$ cat config.mk
export PLATFORM = sky130hd
export DESIGN_NAME = snake_body_ctrl_flat
export DESIGN_NICKNAME = d
export VERILOG_FILES = /design/src/rtl/snake_body_if.sv /design/src/rtl/snake_body_ctrl.sv /design/src/flat_wrapper.sv
export SDC_FILE = /design/constraint.sdc
export NUM_CORES = 1
export LEC_CHECK = 0
export CELL_PAD_IN_SITES_DETAIL_PLACEMENT = 2
export CELL_PAD_IN_SITES_GLOBAL_PLACEMENT = 2
export CORE_AREA = 2 2 216 218
export DETAILED_ROUTE_END_ITERATION = 8
export DIE_AREA = 0 0 218 220
export PLACE_DENSITY = 0.77
export SLEW_MARGIN = 20
export SYNTH_ARGS = -nofsm -noshare
export SYNTH_HDL_FRONTEND = slang
export SYNTH_SLANG_ARGS = --single-unit
$ cat constraint.sdc
create_clock -name clk -period 5.7 [get_ports clk]
set_input_delay 0.855 -clock clk [delete_from_list [all_inputs] [get_ports clk]]
set_output_delay 0.855 -clock clk [all_outputs]
set_load 0.005 [all_outputs]
$ cat src/rtl/snake_body_if.sv
// Handshake bundle between the snake body stage and its neighbours: game
// control inputs in, segment list and collision status out.
interface snake_body_if #(
    parameter int MAX_LENGTH = 16,
    parameter int LW         = $clog2(MAX_LENGTH + 1)
);
    logic                       s_reset;
    logic                       tick;
    logic [3:0]                 btn;
    logic [7:0]                 apple_cord;
    logic [MAX_LENGTH-1:0][7:0] body;
    logic [LW-1:0]              length;
    logic                       good_coll;
    logic                       bad_coll;
    logic                       running;

    modport master (
        output s_reset, tick, btn, apple_cord,
        input  body, length, good_coll, bad_coll, running
    );

    modport slave (
        input  s_reset, tick, btn, apple_cord,
        output body, length, good_coll, bad_coll, running
    );
endinterface

$ cat src/rtl/snake_body_ctrl.sv
// Snake movement and collision stage for the 16x16 playfield. Keeps the
// segment list (body[0] = head), advances it on each tick and flags apple,
// wall and self collisions. Cells are {x[3:0], y[3:0]}.
module snake_body_ctrl #(
    parameter int MAX_LENGTH = 16,
    parameter int LW         = $clog2(MAX_LENGTH + 1)
) (
    input  logic         clk,
    input  logic         reset,
    snake_body_if.slave  bus
);
    typedef enum logic [1:0] {IDLE = 2'd0, RUN = 2'd1, DEAD = 2'd2} state_t;

    // Directions share the button encoding {up, down, left, right}.
    localparam logic [3:0] DIR_UP    = 4'b1000;
    localparam logic [3:0] DIR_DOWN  = 4'b0100;
    localparam logic [3:0] DIR_LEFT  = 4'b0010;
    localparam logic [3:0] DIR_RIGHT = 4'b0001;

    localparam logic [LW-1:0] INIT_LEN = LW'(3);
    localparam logic [LW-1:0] MAX_LEN  = LW'(MAX_LENGTH);

    function automatic logic [MAX_LENGTH-1:0][7:0] init_body();
        logic [MAX_LENGTH-1:0][7:0] r;
        for (int i = 0; i < MAX_LENGTH; i++) r[i] = 8'h15;
        r[0] = 8'h35;
        r[1] = 8'h25;
        return r;
    endfunction

    localparam logic [MAX_LENGTH-1:0][7:0] INIT_BODY = init_body();

    state_t                     state;
    logic [3:0]                 cur_dir;
    logic [3:0]                 pend_dir;
    logic [MAX_LENGTH-1:0][7:0] body_q;
    logic [LW-1:0]              len_q;
    logic                       good_q;
    logic                       bad_q;
    logic                       run_q;

    logic                       btn_one;
    logic                       btn_ok;
    logic [3:0]                 hx;
    logic [3:0]                 hy;
    logic [7:0]                 nh;
    logic                       wall;
    logic                       grow;
    logic                       self_hit;
    logic [MAX_LENGTH-1:0][7:0] shifted;
    logic [MAX_LENGTH-1:0][7:0] body_nxt;
    logic [LW-1:0]              len_nxt;
    logic [7:0]                 tail_nxt;

    // Button filter: exactly one button, and not a reversal of the current heading.
    always_comb begin
        btn_one = $onehot(bus.btn);
        btn_ok  = btn_one && (bus.btn != {cur_dir[2], cur_dir[3], cur_dir[0], cur_dir[1]});
    end

    // Candidate head one cell along pend_dir; a step off the board is a wall hit.
    always_comb begin
        hx   = body_q[0][7:4];
        hy   = body_q[0][3:0];
        nh   = body_q[0];
        wall = 1'b0;
        case (pend_dir)
            DIR_UP:    begin wall = (hy == 4'd0);  nh = {hx, hy - 4'd1}; end
            DIR_DOWN:  begin wall = (hy == 4'd15); nh = {hx, hy + 4'd1}; end
            DIR_LEFT:  begin wall = (hx == 4'd0);  nh = {hx - 4'd1, hy}; end
            DIR_RIGHT: begin wall = (hx == 4'd15); nh = {hx + 4'd1, hy}; end
            default:   ;
        endcase
        grow = (nh == bus.apple_cord) && !wall;
    end

    // Self hit: the tail cell only counts when growing, since it does not vacate then.
    always_comb begin
        self_hit = 1'b0;
        for (int i = 0; i < MAX_LENGTH; i++) begin
            if ((grow ? (LW'(i + 1) <= len_q) : (LW'(i + 1) < len_q)) && body_q[i] == nh)
                self_hit = 1'b1;
        end
    end

    // Shifted body with new head, grown length, and tail copy into every unused slot.
    always_comb begin
        shifted[0] = nh;
        for (int i = 1; i < MAX_LENGTH; i++) shifted[i] = body_q[i-1];
        len_nxt  = (grow && len_q != MAX_LEN) ? len_q + LW'(1) : len_q;
        tail_nxt = shifted[0];
        for (int i = 0; i < MAX_LENGTH; i++) begin
            if (LW'(i + 1) == len_nxt) tail_nxt = shifted[i];
        end
        for (int i = 0; i < MAX_LENGTH; i++) begin
            body_nxt[i] = (LW'(i) >= len_nxt) ? tail_nxt : shifted[i];
        end
    end

    // Game FSM with registered outputs; s_reset outranks any move on the same edge.
    always_ff @(posedge clk or negedge reset) begin
        if (!reset) begin
            state    <= IDLE;
            cur_dir  <= DIR_RIGHT;
            pend_dir <= DIR_RIGHT;
            body_q   <= INIT_BODY;
            len_q    <= INIT_LEN;
            good_q   <= 1'b0;
            bad_q    <= 1'b0;
            run_q    <= 1'b0;
        end else if (bus.s_reset) begin
            state    <= IDLE;
            cur_dir  <= DIR_RIGHT;
            pend_dir <= DIR_RIGHT;
            body_q   <= INIT_BODY;
            len_q    <= INIT_LEN;
            good_q   <= 1'b0;
            bad_q    <= 1'b0;
            run_q    <= 1'b0;
        end else begin
            good_q <= 1'b0;
            case (state)
                IDLE: begin
                    if (btn_ok) pend_dir <= bus.btn;
                    if (btn_one) begin
                        state <= RUN;
                        run_q <= 1'b1;
                    end
                end
                RUN: begin
                    // A button on a tick edge only affects the following move.
                    if (btn_ok) pend_dir <= bus.btn;
                    if (bus.tick) begin
                        cur_dir <= pend_dir;
                        if (wall || self_hit) begin
                            state <= DEAD;
                            run_q <= 1'b0;
                            bad_q <= 1'b1;
                        end else begin
                            body_q <= body_nxt;
                            len_q  <= len_nxt;
                            good_q <= grow;
                        end
                    end
                end
                default: ;
            endcase
        end
    end

    assign bus.body      = body_q;
    assign bus.length    = len_q;
    assign bus.good_coll = good_q;
    assign bus.bad_coll  = bad_q;
    assign bus.running   = run_q;
endmodule

$ cat src/flat_wrapper.sv
// flat-port wrapper written by rule: the top's interface ports become plain ports
module snake_body_ctrl_flat 
#(
    parameter int MAX_LENGTH = 16,
    parameter int LW         = $clog2(MAX_LENGTH + 1)
)
  (clk, reset, bus_s_reset, bus_tick, bus_btn, bus_apple_cord, bus_body, bus_length, bus_good_coll, bus_bad_coll, bus_running);
  snake_body_if #(.MAX_LENGTH(MAX_LENGTH), .LW(LW)) bus_i ();
  input  logic clk;
  input  logic reset;
  input wire logic [$bits(bus_i.s_reset)-1:0] bus_s_reset;
  input wire logic [$bits(bus_i.tick)-1:0] bus_tick;
  input wire logic [$bits(bus_i.btn)-1:0] bus_btn;
  input wire logic [$bits(bus_i.apple_cord)-1:0] bus_apple_cord;
  output wire logic [$bits(bus_i.body)-1:0] bus_body;
  output wire logic [$bits(bus_i.length)-1:0] bus_length;
  output wire logic [$bits(bus_i.good_coll)-1:0] bus_good_coll;
  output wire logic [$bits(bus_i.bad_coll)-1:0] bus_bad_coll;
  output wire logic [$bits(bus_i.running)-1:0] bus_running;
  assign bus_i.s_reset = bus_s_reset;
  assign bus_i.tick = bus_tick;
  assign bus_i.btn = bus_btn;
  assign bus_i.apple_cord = bus_apple_cord;
  assign bus_body = bus_i.body;
  assign bus_length = bus_i.length;
  assign bus_good_coll = bus_i.good_coll;
  assign bus_bad_coll = bus_i.bad_coll;
  assign bus_running = bus_i.running;
  snake_body_ctrl #(.MAX_LENGTH(MAX_LENGTH), .LW(LW)) u_core (.clk(clk), .reset(reset), .bus(bus_i));
endmodule
==> out/metrics.csv <==
stage,metric,value,unit
run_status,outcome,"complete, no violations",
global_route,grt_start_max_net_pins,91,
timing,period_share,97.6,%
timing,finalSetupTns,0,ns
timing,rsz0062_at_grt,no,
timing,slew_viol_final,0,
timing,tightest_slew,1.11,ns
clock_tree,clock_latency,0.48,ns
clock_tree,cts_made_buffers,17,
synthesis,synth_top_cell_area_share,16.4,%
setup_path,startpoint,u_core.pend_dir[0]$_DFFE_PN1P_,
power_and_ir_drop,pwr-share-clk,17.5,%
route,dr.pass1.iters,5,
synthesis,yosysUniqueCellTypes,107,
floorplan,start_util,30.6,%
synthesis,syn-instance-count,1757,
synthesis,synth-main-ff-cell,dfrtp_1,
power_and_ir_drop,cellPowerDensity,387,nW/um^2
setup_path,critical_path_peak_fanout,7,
synthesis,yosys.area_share.simple,23.1,%
route,vias,17100,
setup_path,r2r_end,u_core.bus.body[123]$_DFFE_PN0P_,
timing,slew_headroom,26.1,%
floorplan,coreArea,45900,um^2
route,wl_per_cell,36.3,um
synthesis,synthTopCellsByCount,"nand2_1 (205), nor2_1 (169), a21oi_1 (93), dfrtp_1 (92), o21ai_0 (90)",
floorplan,fp-row-count,79,
place,port_buffers,151,
setup_path,required,6.05,ns
synthesis,syn_nets,1786,
route,routed_wl,94800,um
synthesis,synth_area,14000,um^2
clock_tree,cts_hold_buf,0,
clock_tree,clkTransAtPathRegs,0.08,ns
global_route,grt_pass1_wl,133000,um
synthesis,yosysMostFrequentCell,nand2_1,
synthesis,synth_edf_count,0,
synthesis,synth_adder_area_share,1.32,%
power_and_ir_drop,p_sw_share,50.9,%
timing,fin_worst_hold_slack,0.447,ns
finish,area_growth,28.3,%
synthesis,synth.area.mux_share,1.02,%
route,drc,0,
timing,finalSetupViolCount,0,
power_and_ir_drop,power_frac_seq,24.8,%
place,hpwl,72700,um
setup_path,critPathCaptureType,flop,
synthesis,synth_warnings,0,
power_and_ir_drop,power_leakage,7.00,nW
setup_path,cp_cell_sequence,or4b_1 -> ha_1 -> a21o_1 -> nor3_4 -> nor2_2 -> xnor2_4 -> nand3_1 -> nor4_1 -> buf_4 -> nor2_1 -> nor2_1 -> buf_4 -> a21oi_1 -> o31ai_4 -> o2111ai_1 -> buf_4 -> a311oi_1,
setup_path,r2r-start,u_core.pend_dir[0]$_DFFE_PN1P_,
place,dp_slack,-0.0467,ns
setup_path,crit_type,flop to flop,
clock_tree,clkSinkCount,145,
setup_path,crit_buf_inv,3,
clock_tree,root_buffer,clkbuf_16,
setup_path,timing.critical_path.mode_cell,buf_4,
power_and_ir_drop,switchingPower,0.00355,W
setup_path,arrival,5.92,ns
global_route,antenna_found_initial,6,
power_and_ir_drop,power_frac_comb,57.7,%
synthesis,ys_ff_latch,145,
finish,layout-drive-gt1-share,20.3,%
global_route,overflow,0,
setup_path,cp_slowest_cell,nor4_1,
route,drt_iter0_drc,1910,
hold_path,hold_class,primary input to async pin,
floorplan,die_area,48000,um^2
floorplan,die_w,218,um
synthesis,synth_area_per_cell,7.99,um^2
clock_tree,clock_path_buffers,2,
setup_path,r2r_cells,17,
power_and_ir_drop,p_int,0.00342,W
power_and_ir_drop,vdd_drop_max,0.206,mV
timing,finClkSkew,0.0177,ns
synthesis,synth-xor-area-share,11.7,%
synthesis,seq_area_frac_synth,26.3,%
setup_path,reg2reg_slack,0.14,ns
synthesis,synth_top_area_cell,dfrtp_1,
route,ant_nets,0,
timing,post-route-min-period,5.56,ns
job,cap_viol_max_count,0,
setup_path,cp-start-kind,flop,
setup_path,critical_path.top_delay_family,simple AND/OR/NAND/NOR gates,
floorplan,fp.dieH,220,um
timing,finalHoldViolations,0,
place,place_congestion,1.03,
finish,fin_nets,2018,
synthesis,synth.top_cells.by_area,"dfrtp_1 (16%), dfstp_2 (9.9%), nand2_1 (5.5%), xnor2_1 (5.2%), nor2_1 (4.5%)",
global_route,grt_usage,39.2,%
clock_tree,htreeDepth,4,
synthesis,synth-compound-area-share,29.7,%
clock_tree,cts_tree,done,
route,avgViaCountPerCell,6.56,
timing,fin_ws,0.136,ns
floorplan,io_pins,152,
synthesis,synth_top_family_by_area,compound AO/OA/AOI/OAI gates,
global_route,grt_pass1_vias,17300,
timing,fmax,180,MHz
synthesis,synth-async-reset-ratio,100,%
setup_path,cpPeakStageDelay,0.64,ns
metrics by stage:
step                power [W]  util [%]  instance area [um^2]  std cells
global placement      0.00541      37.6                 17200       2570
floorplan             0.00348         -                 14000       1757
finish                0.00697      39.3                 18000       2610
global route          0.00716      39.3                 18000       2609
CTS                   0.00676      38.9                 17800       2604
detailed placement    0.00551      37.6                 17200       2570
logic make-up after synthesis:
kind of cell               after synthesis
buffers and inverters                  210
adders and majority gates               13
AOI/OAI and AO/OA                      555
xor gates and xnor gates               156
DFF                                    145
muxes                                   14
and+or+nand+nor                        664
cells in the final DEF, fill, tap and decap left out, types with 37 or more instances in the layout:
master,synthesis,layout
nor3_1,62,59
xor2_1,53,53
dfstp_2,53,53
clkdlybuf4s50_1,0,149
nand2_1,205,204
nor2_1,169,163
o21ai_0,90,89
o221ai_1,37,37
xnor2_1,83,83
buf_4,10,201
nand3_1,61,61
inv_1,56,55
dfrtp_1,92,92
a21oi_1,93,93
worst register-to-register path: cells and delay by family, from the launching register on:
family	cells	cell delay (ns)
AO/OA/AOI/OAI	5	1.28
XOR/XNOR	1	0.19
adder cells (fa/ha/maj)	1	0.50
buffers and inverters	3	0.67
flip-flops	1	0.57
AND/OR/NAND/NOR	7	2.25
area by class of cell:
class	instances	area (um^2)
fillers	5231	27900
clock inverters	12	134
diodes	1	2.50
inverters	61	229
clock buffers	20	447
well taps	607	759
multi-input cells	1402	9500
repair buffers	362	3240
flip-flops and latches	145	3690
power by group through the flow:
stage / registers [W] / logic [W] / clock network (W)
finish: 0.00173 / 0.00402 / 0.00122
global route: 0.00172 / 0.00418 / 0.00125
CTS: 0.00170 / 0.00384 / 0.00122
detailed placement: 0.00172 / 0.00379 / 0
global placement: 0.00171 / 0.00369 / 0
floorplan: 0.00140 / 0.00208 / 0
registers in the layout, summed over array words and instances (netlist names):
register and cells:
u_core.bus.bad_coll 1, u_core.pend_dir 4, u_core.bus.length 5, u_core.cur_dir 4, u_core.bus.body 128, u_core.state 2
u_core.bus.good_coll 1
worst max path at each step:
stage	endpoint	slack, ns	cells past startpoint
global route	u_core.bus.body[123]$_DFFE_PN0P_	0.005	17
global placement	u_core.bus.body[10]$_DFFE_PN1P_	0.07	18
floorplan	u_core.bus.body[47]$_DFFE_PN0P_	0.28	21
CTS	u_core.bus.body[46]$_DFFE_PN0P_	0.004	18
finish	u_core.bus.body[123]$_DFFE_PN0P_	0.14	17
detailed placement	u_core.bus.body[10]$_DFFE_PN1P_	-0.05	18
repair_timing:
action | 4_1_cts | 5_1_grt
resized for setup | 2 | 26
setup endpoints to repair | 8 | 121
cloned | 0 | 1
pin swaps | 1 | 4
buffers inserted | 2 | 4
metal layers:
metal	track usage [%]	vias to the layer above	wire, um
met5	0	-	36
met4	21.9	6	5840
met3	7.70	237	7410
met2	59.0	854	40800
met1	52.5	9038	40700
li1	-	6998	-
(Power assumes the default switching activity.)
